--- src/rtl/muldiv_pkg.sv ---
// Shared types and constants for the RV32M multiply/divide unit.
package muldiv_pkg;

    // funct3 encodings of the M extension
    typedef enum logic [2:0] {
        OP_MUL    = 3'b000,
        OP_MULH   = 3'b001,
        OP_MULHSU = 3'b010,
        OP_MULHU  = 3'b011,
        OP_DIV    = 3'b100,
        OP_DIVU   = 3'b101,
        OP_REM    = 3'b110,
        OP_REMU   = 3'b111
    } op_e;

    typedef enum logic [1:0] {
        ST_IDLE = 2'd0,
        ST_CALC = 2'd1,
        ST_DONE = 2'd2
    } state_e;

    localparam int          XLEN             = 32;
    localparam logic [31:0] DIV_OVF_DIVIDEND = 32'h8000_0000;
    localparam logic [31:0] DIV_ZERO_QUO     = 32'hFFFF_FFFF;

endpackage

--- src/rtl/muldiv_unit_div_iter.sv ---
// One restoring-division step: shift remainder/quotient left, trial subtract, restore on borrow.
module div_iter #(
    parameter int D_WIDTH = 32
) (
    input  logic [D_WIDTH-1:0] rem_i,
    input  logic [D_WIDTH-1:0] quo_i,
    input  logic [D_WIDTH-1:0] divisor_i,
    output logic [D_WIDTH-1:0] rem_o,
    output logic [D_WIDTH-1:0] quo_o
);

    logic [D_WIDTH:0] shifted;
    logic [D_WIDTH:0] diff;

    // The remainder stays below the divisor, so one extra bit holds the shifted value and the borrow.
    always_comb begin
        shifted = {rem_i, quo_i[D_WIDTH-1]};
        diff    = shifted - {1'b0, divisor_i};
        if (diff[D_WIDTH]) begin
            rem_o = shifted[D_WIDTH-1:0];
            quo_o = {quo_i[D_WIDTH-2:0], 1'b0};
        end else begin
            rem_o = diff[D_WIDTH-1:0];
            quo_o = {quo_i[D_WIDTH-2:0], 1'b1};
        end
    end

endmodule

--- src/rtl/muldiv_unit.sv ---
// Iterative RV32M multiply/divide unit with register-file write-back outputs.
// Define MULDIV_FAST_MUL_EN for single-cycle combinational multiplies.
module muldiv_unit
    import muldiv_pkg::*;
#(
    parameter int A_WIDTH = 5,
    parameter int D_WIDTH = 32
) (
    input  logic               clk,
    input  logic               rst,
    input  logic               start,
    input  logic [2:0]         op,
    input  logic [D_WIDTH-1:0] rs1_val,
    input  logic [D_WIDTH-1:0] rs2_val,
    input  logic [A_WIDTH-1:0] rd,
    input  logic               flush,
    output logic               busy,
    output logic               done,
    output logic               wb_we,
    output logic [A_WIDTH-1:0] wb_ad,
    output logic [D_WIDTH-1:0] wb_wd
);

    localparam int            CW   = $clog2(D_WIDTH);
    localparam logic [CW-1:0] LAST = CW'(D_WIDTH - 1);

    state_e               state_q, state_d;
    op_e                  op_q, op_d;
    logic [A_WIDTH-1:0]   rd_q, rd_d;
    logic [D_WIDTH-1:0]   hi_q, hi_d;
    logic [D_WIDTH-1:0]   lo_q, lo_d;
    logic [D_WIDTH-1:0]   opnd_q, opnd_d;
    logic                 neg_q, neg_d;
    logic                 rneg_q, rneg_d;
    logic [CW-1:0]        count_q, count_d;
    logic                 busy_q, busy_d;
    logic                 done_q, done_d;
    logic [D_WIDTH-1:0]   wb_wd_q, wb_wd_d;

    op_e                  op_in;
    logic                 a_sgn, b_sgn, sa, sb;
    logic [D_WIDTH-1:0]   a_mag, b_mag;
    logic                 div_zero, div_ovf;
    logic [D_WIDTH-1:0]   special_res;
    logic [D_WIDTH:0]     mul_sum;
    logic [D_WIDTH-1:0]   mul_hi_n, mul_lo_n;
    logic [D_WIDTH-1:0]   div_rem_n, div_quo_n;
    logic [2*D_WIDTH-1:0] prod_fix;
    logic [D_WIDTH-1:0]   quo_fix, rem_fix;
    logic [D_WIDTH-1:0]   final_res;
`ifdef MULDIV_FAST_MUL_EN
    logic [2*D_WIDTH-1:0] a_ext, b_ext, prod_fast;
    logic [D_WIDTH-1:0]   fast_res;
`endif

    div_iter #(.D_WIDTH(D_WIDTH)) u_div_iter (
        .rem_i     (hi_q),
        .quo_i     (lo_q),
        .divisor_i (opnd_q),
        .rem_o     (div_rem_n),
        .quo_o     (div_quo_n)
    );

    // Operand decode: magnitudes, result signs and the single-cycle special cases.
    always_comb begin
        op_in    = op_e'(op);
        a_sgn    = op_in inside {OP_MULH, OP_MULHSU, OP_DIV, OP_REM};
        b_sgn    = op_in inside {OP_MULH, OP_DIV, OP_REM};
        sa       = a_sgn & rs1_val[D_WIDTH-1];
        sb       = b_sgn & rs2_val[D_WIDTH-1];
        a_mag    = sa ? -rs1_val : rs1_val;
        b_mag    = sb ? -rs2_val : rs2_val;
        div_zero = op[2] && (rs2_val == '0);
        div_ovf  = (op_in inside {OP_DIV, OP_REM}) && (rs1_val == DIV_OVF_DIVIDEND)
                   && (rs2_val == '1);
        special_res = '0;
        if (div_zero)
            special_res = op[1] ? rs1_val : DIV_ZERO_QUO;
        else if (div_ovf)
            special_res = op[1] ? '0 : DIV_OVF_DIVIDEND;
    end

    // Shift-add multiply step and sign fix-up of the value the last step produces.
    always_comb begin
        mul_sum   = {1'b0, hi_q} + (lo_q[0] ? {1'b0, opnd_q} : '0);
        mul_hi_n  = mul_sum[D_WIDTH:1];
        mul_lo_n  = {mul_sum[0], lo_q[D_WIDTH-1:1]};
        prod_fix  = neg_q ? -{mul_hi_n, mul_lo_n} : {mul_hi_n, mul_lo_n};
        quo_fix   = neg_q ? -div_quo_n : div_quo_n;
        rem_fix   = rneg_q ? -div_rem_n : div_rem_n;
        final_res = '0;
        case (op_q)
            OP_MUL:                         final_res = prod_fix[D_WIDTH-1:0];
            OP_MULH, OP_MULHSU, OP_MULHU:   final_res = prod_fix[2*D_WIDTH-1:D_WIDTH];
            OP_DIV, OP_DIVU:                final_res = quo_fix;
            OP_REM, OP_REMU:                final_res = rem_fix;
            default:                        final_res = '0;
        endcase
    end

`ifdef MULDIV_FAST_MUL_EN
    // Sign-extending to twice the width makes a plain product correct modulo 2^(2*D_WIDTH).
    always_comb begin
        a_ext     = {{D_WIDTH{sa ? 1'b1 : 1'b0}}, rs1_val};
        b_ext     = {{D_WIDTH{sb ? 1'b1 : 1'b0}}, rs2_val};
        prod_fast = a_ext * b_ext;
        fast_res  = (op_in == OP_MUL) ? prod_fast[D_WIDTH-1:0]
                                      : prod_fast[2*D_WIDTH-1:D_WIDTH];
    end
`endif

    always_comb begin
        state_d = state_q;
        op_d    = op_q;
        rd_d    = rd_q;
        hi_d    = hi_q;
        lo_d    = lo_q;
        opnd_d  = opnd_q;
        neg_d   = neg_q;
        rneg_d  = rneg_q;
        count_d = count_q;
        busy_d  = busy_q;
        done_d  = 1'b0;
        wb_wd_d = '0;
        case (state_q)
            ST_IDLE: begin
                if (start && !flush) begin
                    op_d    = op_in;
                    rd_d    = rd;
                    neg_d   = sa ^ sb;
                    rneg_d  = sa;
                    count_d = '0;
                    hi_d    = '0;
                    opnd_d  = op[2] ? b_mag : a_mag;
                    lo_d    = op[2] ? a_mag : b_mag;
                    busy_d  = 1'b1;
                    if (div_zero || div_ovf) begin
                        state_d = ST_DONE;
                        done_d  = 1'b1;
                        wb_wd_d = special_res;
`ifdef MULDIV_FAST_MUL_EN
                    end else if (!op[2]) begin
                        state_d = ST_DONE;
                        done_d  = 1'b1;
                        wb_wd_d = fast_res;
`endif
                    end else begin
                        state_d = ST_CALC;
                    end
                end
            end
            ST_CALC: begin
                if (flush) begin
                    state_d = ST_IDLE;
                    busy_d  = 1'b0;
                end else begin
                    hi_d    = op_q[2] ? div_rem_n : mul_hi_n;
                    lo_d    = op_q[2] ? div_quo_n : mul_lo_n;
                    count_d = count_q + 1'b1;
                    if (count_q == LAST) begin
                        state_d = ST_DONE;
                        done_d  = 1'b1;
                        wb_wd_d = final_res;
                    end
                end
            end
            default: begin
                state_d = ST_IDLE;
                busy_d  = 1'b0;
            end
        endcase
    end

    always_ff @(posedge clk or posedge rst) begin
        if (rst) begin
            state_q <= ST_IDLE;
            op_q    <= OP_MUL;
            rd_q    <= '0;
            hi_q    <= '0;
            lo_q    <= '0;
            opnd_q  <= '0;
            neg_q   <= 1'b0;
            rneg_q  <= 1'b0;
            count_q <= '0;
            busy_q  <= 1'b0;
            done_q  <= 1'b0;
            wb_wd_q <= '0;
        end else begin
            state_q <= state_d;
            op_q    <= op_d;
            rd_q    <= rd_d;
            hi_q    <= hi_d;
            lo_q    <= lo_d;
            opnd_q  <= opnd_d;
            neg_q   <= neg_d;
            rneg_q  <= rneg_d;
            count_q <= count_d;
            busy_q  <= busy_d;
            done_q  <= done_d;
            wb_wd_q <= wb_wd_d;
        end
    end

    assign busy  = busy_q;
    assign done  = done_q;
    assign wb_we = done_q;
    assign wb_ad = rd_q;
    assign wb_wd = wb_wd_q;

endmodule

--- config.mk ---
export PLATFORM = sky130hd
export DESIGN_NAME = muldiv_unit
export DESIGN_NICKNAME = d
export VERILOG_FILES = /design/src/rtl/muldiv_pkg.sv /design/src/rtl/muldiv_unit_div_iter.sv /design/src/rtl/muldiv_unit.sv
export SDC_FILE = /design/constraint.sdc
export NUM_CORES = 1
export LEC_CHECK = 0
export ABC_AREA = 1
export CORE_ASPECT_RATIO = 1.4
export CORE_MARGIN = 10
export CORE_UTILIZATION = 35
export CTS_CLUSTER_SIZE = 28
export DETAILED_ROUTE_END_ITERATION = 6
export HOLD_SLACK_MARGIN = 0.15
export PLACE_DENSITY = 0.63
export SLEW_MARGIN = 20
export SYNTH_ARGS = -nofsm -noshare
export SYNTH_HDL_FRONTEND = slang
export SYNTH_SLANG_ARGS = --single-unit
--- constraint.sdc ---
create_clock -name clk -period 4.95 [get_ports clk]
set_input_delay 0.7425 -clock clk [delete_from_list [all_inputs] [get_ports clk]]
set_output_delay 0.7425 -clock clk [all_outputs]
set_load 0.01 [all_outputs]
==> qor.json, run 1 <==
{
  "result_of_the_run": "finished with violations",
  "failed_checks": "design-rule violations",
  "cp.required_ns": 5.30,
  "cts-htree-levels": 4,
  "post_cts_buffers": 0,
  "timing.max_cap.violations": 0,
  "synthDominantAreaCellType": "nand2_1",
  "drc_errors": 4,
  "cts-resized-gates": 0,
  "global_route.usage.total_pct": 29.5,
  "synthesis.area_um2": 18200,
  "grt_pass1_vias": 21100,
  "cp.arrival_ns": 4.97,
  "min_from": "wb_ad[3]$_DFFE_PP0P_",
  "clock_latency_ns": 0.47,
  "synth_common_cells": "1,000 x nand2_1, 433 x inv_1, 376 x nor2_1",
  "grt_pass1_wl_um": 135000,
  "syn_nets": 3375,
  "layout.nets": 3435,
  "average_wire_per_standard_cell_um": 23.2,
  "final.setup.tns_ns": 0,
  "vias": 22000,
  "drt_iter0_markers": 2637,
  "p_total_uw": 14500,
  "max-vdd-ir-drop_uv": 360,
  "path_clk_slew_ns": 0.07,
  "power_density_nw_per_um2": 702,
  "numPortBuffers": 115,
  "worst-path-buf-inv": 2,
  "floorplan.io_pins": 116,
  "globalRouteOverflowTotal": 0,
  "setup.worst_path.class": "reg -> reg",
  "synthXorXnorAreaFrac_pct": 3.90,
  "tritoncts.num_buffers": 17,
  "max-clock-path-buffers": 2,
  "slowest_stage_cell_on_the_critical_path": "nand2_4",
  "cts.hold.buffers_added": 0,
  "synth_top_family_by_area": "simple AND/OR/NAND/NOR gates",
  "post-synth-top-count-cell": "nand2_1",
  "grt_antenna_before_repair": 0,
  "synth.area.top_cells": "nand2_1 21%, dfrtp_1 20%, inv_1 8.9%, nor2_1 7.8%, nand3_1 7.0%",
  "number_of_clock_sinks_seen_by_cts": 147,
  "tightestPinTransition_ns": 1.08,
  "die_width_um": 213,
  "syn_to_final_growth_pct": 13.2,
  "die_height_um": 290,
  "synth_seq_area_share_pct": 20.2,
  "worstSetupStartpointType": "flip-flop",
  "maxSlewHeadroom_pct": 28.3,
  "timing.hold.worst.class": "reg -> reg",
  "fmax_ghz": 0.216,
  "final_layout_size_suffix_gt1_share_pct": 4.49,
  "finalSetupViolCount": 0,
  "antenna-diode-count": 0,
  "finalMaxSlewViolations": 0,
  "largest_net_degree_at_the_start_of_global_routing": 76,
  "synth.area.mux_share_pct": 0,
  "crit_path_max_incr_delay_ns": 0.51,
  "detailed_route_vias_per_instance": 5.57,
  "cts_root_buf": "clkbuf_16",
  "critPathMaxFanout": 51,
  "worst_setup_path_end_kind": "flip-flop",
  "synth-compound-area-share_pct": 18.1,
  "period_needed_ns": 4.62,
  "post-synth-top-area-fraction_pct": 20.6,
  "post_synth_and_or_nand_nor_area_fraction_pct": 40.7,
  "core_region_area_um2": 51300,
  "wirelength_um": 91700,
  "yosys_cell_types": 54,
  "critPathTopFamily": "simple AND/OR/NAND/NOR gates",
  "die_area_um2": 61600,
  "cts_tree": "done",
  "critical-path-top-cell-by-count": "nand2_1",
  "final_min_period_over_clock_period_pct": 93.4,
  "synthesis.instances": 3226,
  "grt_setup_unrepaired": "false",
  "dp_hpwl_um": 74900,
  "synth-main-ff-cell": "dfrtp_1",
  "synthesis.area_per_instance_um2": 5.64,
  "synth_enable_flop_cells": 0,
  "final_antenna_net_count": 0,
  "final_gp_congestion": 1.13,
  "effective_utilization_at_floorplan_pct": 35.5,
  "finalClockSkew_ns": 0.0143,
  "cellLeakagePower_uw": 0.0107,
  "critical_path.startpoint": "lo_q[31]$_DFFE_PP0P_",
  "r2r-start": "lo_q[31]$_DFFE_PP0P_",
  "synth_warnings": 0,
  "post-route-util_pct": 40.2,
  "synth_async_sr_flop_share_pct": 100,
  "drt_pass1_iterations": 7,
  "number_of_hold_violations_in_the_final_report": 0,
  "yosys_reg_bits": 147,
  "core.rowCount": 98,
  "synth-adder-area-share_pct": 5.10
}
[cells by family (layout without fill, tap and decap cells)]
| family | count (synthesis) | after routing |
|---|---|---|
| DFF | 147 | 147 |
| xor gates and xnor gates | 81 | 81 |
| adders and majority gates | 73 | 73 |
| AOI/OAI and AO/OA | 581 | 581 |
| buffers and inverters | 563 | 636 |
| and+or+nand+nor | 1781 | 1781 |
[flip-flops by register name (all words and copies together), names as in the netlist]
name	flops
hi_q	32
lo_q	32
opnd_q	32
wb_wd	32
count_q	5
wb_ad	5
op_q	3
state_q	2
busy	1
done	1
neg_q	1
rneg_q	1
[report_power, final]
group / total, uW / leakage (uW) / switching (uW) / internal (uW)
Clock: 1370 / 0.000290 / 653 / 718
Combinational: 11000 / 0.00853 / 7930 / 3020
Sequential: 2140 / 0.00186 / 658 / 1480
[worst reg2reg max path, stage by stage (launching register included)]
cell and delay [ns]:
dfrtp_1 0.42, inv_1 0.24, ha_1 0.21, inv_1 0.09, fa_1 0.40, nand2_1 0.11, nand2_1 0.09, nand3_1 0.09
nand2_1 0.11, nand2_1 0.10, nand2_2 0.08, nand2_2 0.12, nand3_2 0.14, nand2_4 0.52, nand3_1 0.51, nand2_1 0.41
nor2_2 0.09, nand2_1 0.08, nor2_1 0.05, nand2_1 0.06, nand2_1 0.08, nand2_1 0.09, nand2_1 0.04, nand3_1 0.06
nand2_1 0.13, nand2_1 0.13, nand2_1 0.07
[through the flow]
stage                     setup WS (ns)  std cells  cell area, um^2  hold slack (ns)
after CTS                         0.528       3949            20600            0.474
final                             0.326       3949            20600            0.469
after floorplan                   0.256       3226            18200            0.443
after global placement            0.585       3917            20000            0.456
after global routing              0.150       3949            20600            0.498
after detailed placement          0.540       3917            20000            0.458
[layout by cell type (no fill, tap or decap), drive strengths merged, types with 17 or more instances in the layout]
| cell type | instances |
|---|---|
| nand2 | 1025 |
| ha | 71 |
| xnor2 | 20 |
| inv | 451 |
| o21ai | 259 |
| dfrtp | 147 |
| nor2 | 387 |
| nand3 | 257 |
| o211ai | 28 |
| buf | 43 |
| a31oi | 38 |
| a21oi | 170 |
| nand4 | 37 |
| o22ai | 17 |
| clkdlybuf4s50 | 115 |
| o221ai | 20 |
| clkbuf | 17 |
| nor3 | 38 |
| xor2 | 61 |
[path summary, 6_finish.rpt]
check / end / slack (ns) / cells past startpoint
worst max-delay path: wb_wd[31]$_DFF_PP0_ / 0.33 / 26
max in group asynchronous: wb_wd[29]$_DFF_PP0_ / 3.26 / 3
min in group asynchronous: wb_ad[0]$_DFFE_PP0P_ / 0.77 / 2
worst max register to register: wb_wd[31]$_DFF_PP0_ / 0.33 / 26
worst min-delay path: wb_ad[3]$_DFFE_PP0P_ / 0.47 / 2
worst min register to register: wb_ad[3]$_DFFE_PP0P_ / 0.47 / 2
[cell type report]
class	count	area, um^2
sequential	147	3680
multi-input combinational	2516	12300
inverter	446	1680
fill	5703	30700
clock buffer	17	425
timing repair buffer	158	1490
clock inverter	15	165
tap	650	813
[metal layers]
layer / vias up / routed length [um] / GRT usage [%]
met5: - / 0 / 0
met4: 0 / 8760 / 24.3
met3: 322 / 6660 / 5.19
met2: 1081 / 44200 / 51.3
met1: 10100 / 32100 / 30.7
li1: 10500 / - / -
(Power assumes the default switching activity.)
==> run 2: changes to the inputs <==
--- a/config.mk
+++ b/config.mk
@@ -12,7 +12,6 @@
 export CTS_CLUSTER_SIZE = 28
 export DETAILED_ROUTE_END_ITERATION = 6
 export HOLD_SLACK_MARGIN = 0.15
-export PLACE_DENSITY = 0.63
 export SLEW_MARGIN = 20
 export SYNTH_ARGS = -nofsm -noshare
 export SYNTH_HDL_FRONTEND = slang
==> qor.json, run 2 (synthesized netlist as in run 1, its figures left out) <==
{
  "core_region_area": {"value": 51300, "unit": "um^2", "change": "unchanged"},
  "finalMaxSlewViolations": {"value": 0, "change": "unchanged"},
  "final_layout_size_suffix_gt1_share": {"value": 4.83, "unit": "%", "change": "+0.35 points"},
  "dp_hpwl": {"value": 77400, "unit": "um", "change": "+3.4%"},
  "average_wire_per_standard_cell": {"value": 23.8, "unit": "um", "change": "+2.7%"},
  "final.setup.tns": {"value": 0, "unit": "ns", "change": "unchanged"},
  "cp.arrival": {"value": 4.70, "unit": "ns", "change": "-0.27 ns"},
  "syn_to_final_growth_pct": 13.6,
  "grt_pass1_vias": {"value": 21200, "change": "+0.57%"},
  "number_of_hold_violations_in_the_final_report": {"value": 0, "change": "unchanged"},
  "numPortBuffers": {"value": 115, "change": "unchanged"},
  "number_of_instances_in_the_placed_design": {"value": 3929, "change": "+0.31%"},
  "core.rowCount": {"value": 98, "change": "unchanged"},
  "setup.worst_path.class": "reg -> reg",
  "fmax": {"value": 0.229, "unit": "GHz", "change": "+5.9%"},
  "floorplan.io_pins": {"value": 116, "change": "unchanged"},
  "layout.nets": {"value": 3447, "change": "+0.35%"},
  "cts_root_buf": "clkbuf_16",
  "antenna-diode-count": {"value": 0, "change": "unchanged"},
  "worst_setup_path_end_kind": "flip-flop",
  "max-clock-path-buffers": {"value": 2, "change": "unchanged"},
  "post_layout_nonfiller_instances": {"value": 3961, "change": "+0.30%"},
  "die_width": {"value": 213, "unit": "um", "change": "unchanged"},
  "detailed_route_vias_per_instance": {"value": 5.62, "change": "+0.78%"},
  "critPathMaxFanout": {"value": 39, "change": "-24%"},
  "largest_net_degree_at_the_start_of_global_routing": {"value": 68, "change": "-11%"},
  "failed_checks": "design-rule violations",
  "drt_iter0_markers": {"value": 2209, "change": "-16%"},
  "max-vdd-ir-drop": {"value": 313, "unit": "uV", "change": "-13%"},
  "effective_utilization_at_floorplan": {"value": 35.5, "unit": "%", "change": "unchanged"},
  "final_critical_path_setup_slack": {"value": 0.583, "unit": "ns", "change": "+0.258 ns"},
  "period_needed": {"value": 4.37, "unit": "ns", "change": "-0.258 ns"},
  "cts-resized-gates": {"value": 0, "change": "unchanged"},
  "grt_antenna_before_repair": {"value": 1, "change": "+1"},
  "grt_pass1_wl": {"value": 137000, "unit": "um", "change": "+2.1%"},
  "final_min_period_over_clock_period": {"value": 88.2, "unit": "%", "change": "-5.2 points"},
  "cellLeakagePower": {"value": 0.0107, "unit": "uW", "change": "+0.41%"},
  "drc_errors": {"value": 1, "change": "-3"},
  "finalClockSkew": {"value": 0.0156, "unit": "ns", "change": "+0.00124 ns"},
  "tightestPinTransition": {"value": 0.936, "unit": "ns", "change": "-0.139 ns"},
  "cp.required": {"value": 5.28, "unit": "ns", "change": "-0.02 ns"},
  "cts-htree-levels": {"value": 4, "change": "unchanged"},
  "top_library_cells_by_usage_in_the_layout_fill_and_taps_aside": "1,000 x nand2_1, 431 x inv_1, 372 x nor2_1, 253 x nand3_1, 238 x o21ai_0",
  "grt_setup_unrepaired": "false",
  "vias": {"value": 22300, "change": "+1.1%"},
  "die_area": {"value": 61600, "unit": "um^2", "change": "unchanged"},
  "wirelength": {"value": 94500, "unit": "um", "change": "+3.0%"},
  "tritoncts.num_buffers": {"value": 17, "change": "unchanged"},
  "post-place-ws": {"value": 0.707, "unit": "ns", "change": "+0.166 ns"},
  "clock_latency": {"value": 0.47, "unit": "ns", "change": "about the same"},
  "finalSetupViolCount": {"value": 0, "change": "unchanged"},
  "layout.cells.most_common": "nand2_1",
  "power_density": {"value": 711, "unit": "nW/um^2", "change": "+1.3%"},
  "post_cts_buffers": {"value": 0, "change": "unchanged"},
  "result_of_the_run": "finished with violations",
  "path_clk_slew": {"value": 0.08, "unit": "ns", "change": "about the same"},
  "global_route.usage.total": {"value": 30.2, "unit": "%", "change": "+0.70 points"},
  "cts_tree": "done",
  "worstSetupStartpointType": "flip-flop",
  "die_height": {"value": 290, "unit": "um", "change": "unchanged"},
  "final_gp_congestion": {"value": 1.08, "change": "-3.9%"},
  "number_of_clock_sinks_seen_by_cts": {"value": 147, "change": "unchanged"},
  "maxSlewHeadroom": {"value": 37.5, "unit": "%", "change": "+9.2 points"},
  "cts.hold.buffers_added": {"value": 0, "change": "unchanged"},
  "timing.max_cap.violations": {"value": 0, "change": "unchanged"},
  "timing.hold.worst.class": "reg -> reg",
  "final_antenna_net_count": {"value": 0, "change": "unchanged"},
  "drt_pass1_iterations": {"value": 7, "change": "unchanged"},
  "globalRouteOverflowTotal": {"value": 0, "change": "unchanged"}
}
## run 2: cell type report
class	count	area (um^2)
Fill cell	5761	30600
Sequential cell	147	3680
Timing Repair Buffer	170	1560
Clock inverter	14	138
Inverter	446	1680
Multi-Input combinational cell	2516	12300
Tap cell	650	813
Clock buffer	18	439
## run 2: worst paths after layout
check	startpoint	to	slack, ns	cells past startpoint
max	lo_q[31]$_DFFE_PP0P_	wb_wd[25]$_DFF_PP0_	0.58	25
min	wb_ad[2]$_DFFE_PP0P_	wb_ad[2]$_DFFE_PP0P_	0.47	2
max reg2reg	lo_q[31]$_DFFE_PP0P_	wb_wd[25]$_DFF_PP0_	0.58	25
min reg2reg	wb_ad[2]$_DFFE_PP0P_	wb_ad[2]$_DFFE_PP0P_	0.47	2
max in group asynchronous	rst	wb_wd[30]$_DFF_PP0_	3.23	3
min in group asynchronous	rst	wb_ad[3]$_DFFE_PP0P_	0.74	2
## run 2: power breakdown
group          total, uW  switching [uW]  internal, uW
clock               1380             692           683
sequential          2100             622          1480
combinational      11200            8160          3050
## run 2: worst max-delay path, cell delays in order (launching register included)
cell and delay, ns:
dfrtp_1 0.41, inv_1 0.23, ha_1 0.19, inv_1 0.09, fa_1 0.39, nand2_1 0.10
nand2_1 0.08, nand3_1 0.08, nand2_1 0.10, nand2_1 0.09, nand2_2 0.08, nand2_2 0.11
nand2_2 0.09, nand2_2 0.13, nand2_4 0.28, nand2_1 0.25, nand2_1 0.28, nand2_1 0.22
a21oi_1 0.11, or2_2 0.34, nand3_1 0.11, nand2_1 0.11, a21oi_1 0.14, nand2_1 0.10
nand2_1 0.07, nand2_1 0.04
## run 2: per-stage QoR
stage	total power, uW	instance area, um^2	hold WS, ns	util, %
final	14700	20700	0.473	40.3
after global routing	15600	20700	0.499	40.3
after CTS	14300	20700	0.480	40.3
after detailed placement	12800	20100	0.463	39.2
after global placement	12900	20100	0.461	39.2
after floorplan	9120	18200	0.443	-
## run 2: layer usage
metal | global-route usage (%) | vias to the layer above | routed length (um) | share of wire [%]
li1 | - | 10600 | - | -
met1 | 32.3 | 10300 | 34200 | 36
met2 | 52.1 | 1087 | 45100 | 48
met3 | 4.44 | 312 | 6200 | 6.6
met4 | 24.8 | 2 | 8980 | 9.5
met5 | 0 | - | 12 | 0.013
==> run 3: changes to the inputs <==
--- a/config.mk
+++ b/config.mk
@@ -6,6 +6,7 @@
 export NUM_CORES = 1
 export LEC_CHECK = 0
 export ABC_AREA = 1
+export ABC_CLOCK_PERIOD_IN_PS = 5390
 export CORE_ASPECT_RATIO = 1.4
 export CORE_MARGIN = 10
 export CORE_UTILIZATION = 35
==> constraint.sdc (replaced) <==
create_clock -name clk -period 5.39 [get_ports clk]
set_input_delay 0.8085 -clock clk [delete_from_list [all_inputs] [get_ports clk]]
set_output_delay 0.8085 -clock clk [all_outputs]
set_load 0.01 [all_outputs]
==> qor.json, run 3 (synthesized netlist as in run 1, its figures left out) <==
{
  "combPwrFrac": {"value": 75.8, "unit": "%", "change": "-0.5 points"},
  "r2r-start": "lo_q[31]$_DFFE_PP0P_",
  "worst-r2r-setup-slack": {"value": 0.90, "unit": "ns", "change": "+0.32 ns"},
  "seq_power_share": {"value": 14.5, "unit": "%", "change": "+0.2 points"},
  "grt_setup_unrepaired": "false",
  "switching_share": {"value": 63.7, "unit": "%", "change": "-0.79 points"},
  "globalRouteOverflowTotal": {"value": 0, "change": "unchanged"},
  "cellLeakagePower": {"value": 0.0106, "unit": "uW", "change": "-0.68%"},
  "clock_latency": {"value": 0.47, "unit": "ns", "change": "about the same"},
  "reg2regPathDepth": {"value": 24, "change": "-4.0%"},
  "post_layout_nonfiller_instances": {"value": 3942, "change": "-0.48%"},
  "antenna-diode-count": {"value": 0, "change": "unchanged"},
  "power_frac_clock": {"value": 9.7, "unit": "%", "change": "+0.3 points"},
  "wirelength": {"value": 92200, "unit": "um", "change": "-2.4%"},
  "syn_to_final_growth_pct": 13.0,
  "critical_path.reg2reg.endpoint": "wb_wd[31]$_DFF_PP0_",
  "fmax": {"value": 0.223, "unit": "GHz", "change": "-2.7%"},
  "internal_power": {"value": 4850, "unit": "uW", "change": "-7.0%"},
  "core_region_area": {"value": 51300, "unit": "um^2", "change": "unchanged"},
  "timing.max_cap.violations": {"value": 0, "change": "unchanged"},
  "tightestPinTransition": {"value": 0.961, "unit": "ns", "change": "+0.0249 ns"},
  "cts_tree": "done",
  "dp_hpwl": {"value": 75400, "unit": "um", "change": "-2.6%"},
  "min_from": "wb_ad[1]$_DFFE_PP0P_",
  "post_cts_buffers": {"value": 0, "change": "unchanged"},
  "final_min_period_over_clock_period": {"value": 83.3, "unit": "%", "change": "-4.9 points"},
  "filler_cell_count": {"value": 5768, "change": "+0.12%"},
  "effective_utilization_at_floorplan": {"value": 35.5, "unit": "%", "change": "unchanged"},
  "critPathMaxFanout": {"value": 51, "change": "+31%"},
  "final.setup.tns": {"value": 0, "unit": "ns", "change": "unchanged"},
  "global_route.usage.total": {"value": 29.8, "unit": "%", "change": "-0.37 points"},
  "die_width": {"value": 213, "unit": "um", "change": "unchanged"},
  "cts-resized-gates": {"value": 0, "change": "unchanged"},
  "average_wire_per_standard_cell": {"value": 23.4, "unit": "um", "change": "-1.9%"},
  "power_density": {"value": 650, "unit": "nW/um^2", "change": "-8.6%"},
  "grt_pass1_vias": {"value": 21400, "change": "+0.80%"},
  "period_needed": {"value": 4.49, "unit": "ns", "change": "+0.123 ns"},
  "die_area": {"value": 61600, "unit": "um^2", "change": "unchanged"},
  "holdPathStages": {"value": 2, "change": "unchanged"},
  "finalSetupViolCount": {"value": 0, "change": "unchanged"},
  "core.rowCount": {"value": 98, "change": "unchanged"},
  "detailed_route_vias_per_instance": {"value": 5.61, "change": "-0.13%"},
  "drt_pass1_iterations": {"value": 6, "change": "-1"},
  "die_height": {"value": 290, "unit": "um", "change": "unchanged"},
  "number_of_clock_sinks_seen_by_cts": {"value": 147, "change": "unchanged"},
  "layout.nets": {"value": 3428, "change": "-0.55%"},
  "timing.critical_path.cells": "inv_1 -> ha_1 -> inv_1 -> fa_1 -> nand2_1 -> nand2_1 -> nand3_1 -> nand2_1 -> nand2_1 -> nand2_2 -> nand2_2 -> nand3_2 -> nand2_4 -> nand2_1 -> o21ai_1 -> nand3_2 -> nor2_2 -> nand2_1 -> nand2_1 -> nand3_1 -> nand3_1 -> nand2_1 -> nand2_1 -> nand2_1",
  "maxSlewHeadroom": {"value": 35.8, "unit": "%", "change": "-1.7 points"},
  "max-clock-path-buffers": {"value": 2, "change": "unchanged"},
  "numPortBuffers": {"value": 115, "change": "unchanged"},
  "tritoncts.num_buffers": {"value": 17, "change": "unchanged"},
  "path_clk_slew": {"value": 0.06, "unit": "ns", "change": "-0.02 ns"},
  "grt_pass1_wl": {"value": 136000, "unit": "um", "change": "-0.86%"},
  "final_antenna_net_count": {"value": 0, "change": "unchanged"},
  "worst_setup_path_end_kind": "flip-flop",
  "critical_path.startpoint": "lo_q[31]$_DFFE_PP0P_",
  "setup.worst_path.class": "reg -> reg",
  "cp.arrival": {"value": 4.83, "unit": "ns", "change": "+0.13 ns"},
  "finalMaxSlewViolations": {"value": 0, "change": "unchanged"},
  "min_delay_worst_endpoint": "wb_ad[1]$_DFFE_PP0P_",
  "grt_antenna_before_repair": {"value": 0, "change": "-1"},
  "whs": {"value": 0.474, "unit": "ns", "change": "+0.00113 ns"},
  "result_of_the_run": "complete, no violations",
  "finalClockSkew": {"value": 0.0165, "unit": "ns", "change": "+0.000969 ns"},
  "p_sw": {"value": 8510, "unit": "uW", "change": "-10%"},
  "cts-htree-levels": {"value": 4, "change": "unchanged"},
  "largest_net_degree_at_the_start_of_global_routing": {"value": 80, "change": "+18%"},
  "cts.hold.buffers_added": {"value": 0, "change": "unchanged"},
  "layout.cells.most_common": "nand2_1",
  "worstSetupStartpointType": "flip-flop",
  "number_of_instances_in_the_placed_design": {"value": 3910, "change": "-0.48%"},
  "slowest_stage_cell_on_the_critical_path": "nand2_4",
  "cts_root_buf": "clkbuf_16",
  "number_of_hold_violations_in_the_final_report": {"value": 0, "change": "unchanged"},
  "timing.hold.worst.class": "reg -> reg",
  "post-route-util": {"value": 40.1, "unit": "%", "change": "-0.19 points"},
  "vias": {"value": 22100, "change": "-0.61%"},
  "crit_path_max_incr_delay": {"value": 0.51, "unit": "ns", "change": "+0.10 ns"},
  "cp.required": {"value": 5.73, "unit": "ns", "change": "+0.45 ns"},
  "drc_errors": {"value": 0, "change": "-1"},
  "critical-path-top-cell-by-count": "nand2_1",
  "drt_iter0_markers": {"value": 2260, "change": "+2.3%"},
  "max-vdd-ir-drop": {"value": 322, "unit": "uV", "change": "+2.9%"},
  "final_gp_congestion": {"value": 1.05, "change": "-3.0%"},
  "floorplan.io_pins": {"value": 116, "change": "unchanged"},
  "top_library_cells_by_usage_in_the_layout_fill_and_taps_aside": "1,000 x nand2_1, 431 x inv_1, 372 x nor2_1, 253 x nand3_1, 238 x o21ai_0",
  "final_layout_size_suffix_gt1_share": {"value": 4.28, "unit": "%", "change": "-0.55 points"}
}
[run 3: cell count changes in the layout (fill, tap and decap cells not counted), sizes merged]
cell | before | now
buf | 55 | 36
bufinv | 0 | 2
clkbuf | 18 | 20
clkinv | 7 | 6
inv | 451 | 448
[run 3: power groups by stage]
stage | Sequential [uW] | Combinational [uW] | Clock, uW
after floorplan | 1590 | 6790 | 0
after global placement | 1930 | 9830 | 0
after detailed placement | 1930 | 9780 | 0
after CTS | 1910 | 9840 | 1300
after global routing | 1940 | 11100 | 1330
final | 1940 | 10100 | 1290
[run 3: per-stage QoR]
stage	total power, uW	setup slack (ns)	instance area [um^2]
after detailed placement	11700	0.997	20000
after CTS	13000	0.980	20600
after global routing	14400	0.541	20600
final	13400	0.900	20600
after floorplan	8380	0.630	18200
after global placement	11800	1.06	20000
[run 3: routing by layer]
metal  GRT usage (%)  vias to the layer above  share of wire (%)  routed length (um)
met5               0                        -                  0                   0
met4            24.8                        0                9.5                8760
met3            4.54                      329                6.7                6150
met2            51.6                     1131                 48               44400
met1            31.6                    10100                 36               32900
li1                -                    10500                  -                   -
[run 3: critical path, delay by kind of cell, from the launching register on]
kind,cells,cell delay (ns)
compound gates,1,0.22
fa+ha+maj,2,0.61
buf+inv,2,0.32
flops,1,0.41
simple gates,19,2.78
[run 3: area by class of cell]
class | instances | area [um^2] | area share [%]
multi-input cells | 2516 | 12300 | 60.0
flip-flops and latches | 147 | 3680 | 17.9
inverters | 446 | 1680 | 8.17
repair buffers | 151 | 1430 | 6.97
well taps | 650 | 813 | 3.95
clock buffers | 20 | 467 | 2.27
clock inverters | 12 | 144 | 0.700
[run 3: how the worst max path moves through the flow]
stage	to	slack, ns	cells after the start
after floorplan	busy$_DFFE_PP0P_	0.63	1
after global placement	wb_wd[17]$_DFF_PP0_	1.06	25
after detailed placement	wb_wd[18]$_DFF_PP0_	1.0	26
after CTS	wb_wd[18]$_DFF_PP0_	0.98	26
after global routing	wb_wd[17]$_DFF_PP0_	0.54	25
final	wb_wd[31]$_DFF_PP0_	0.90	24
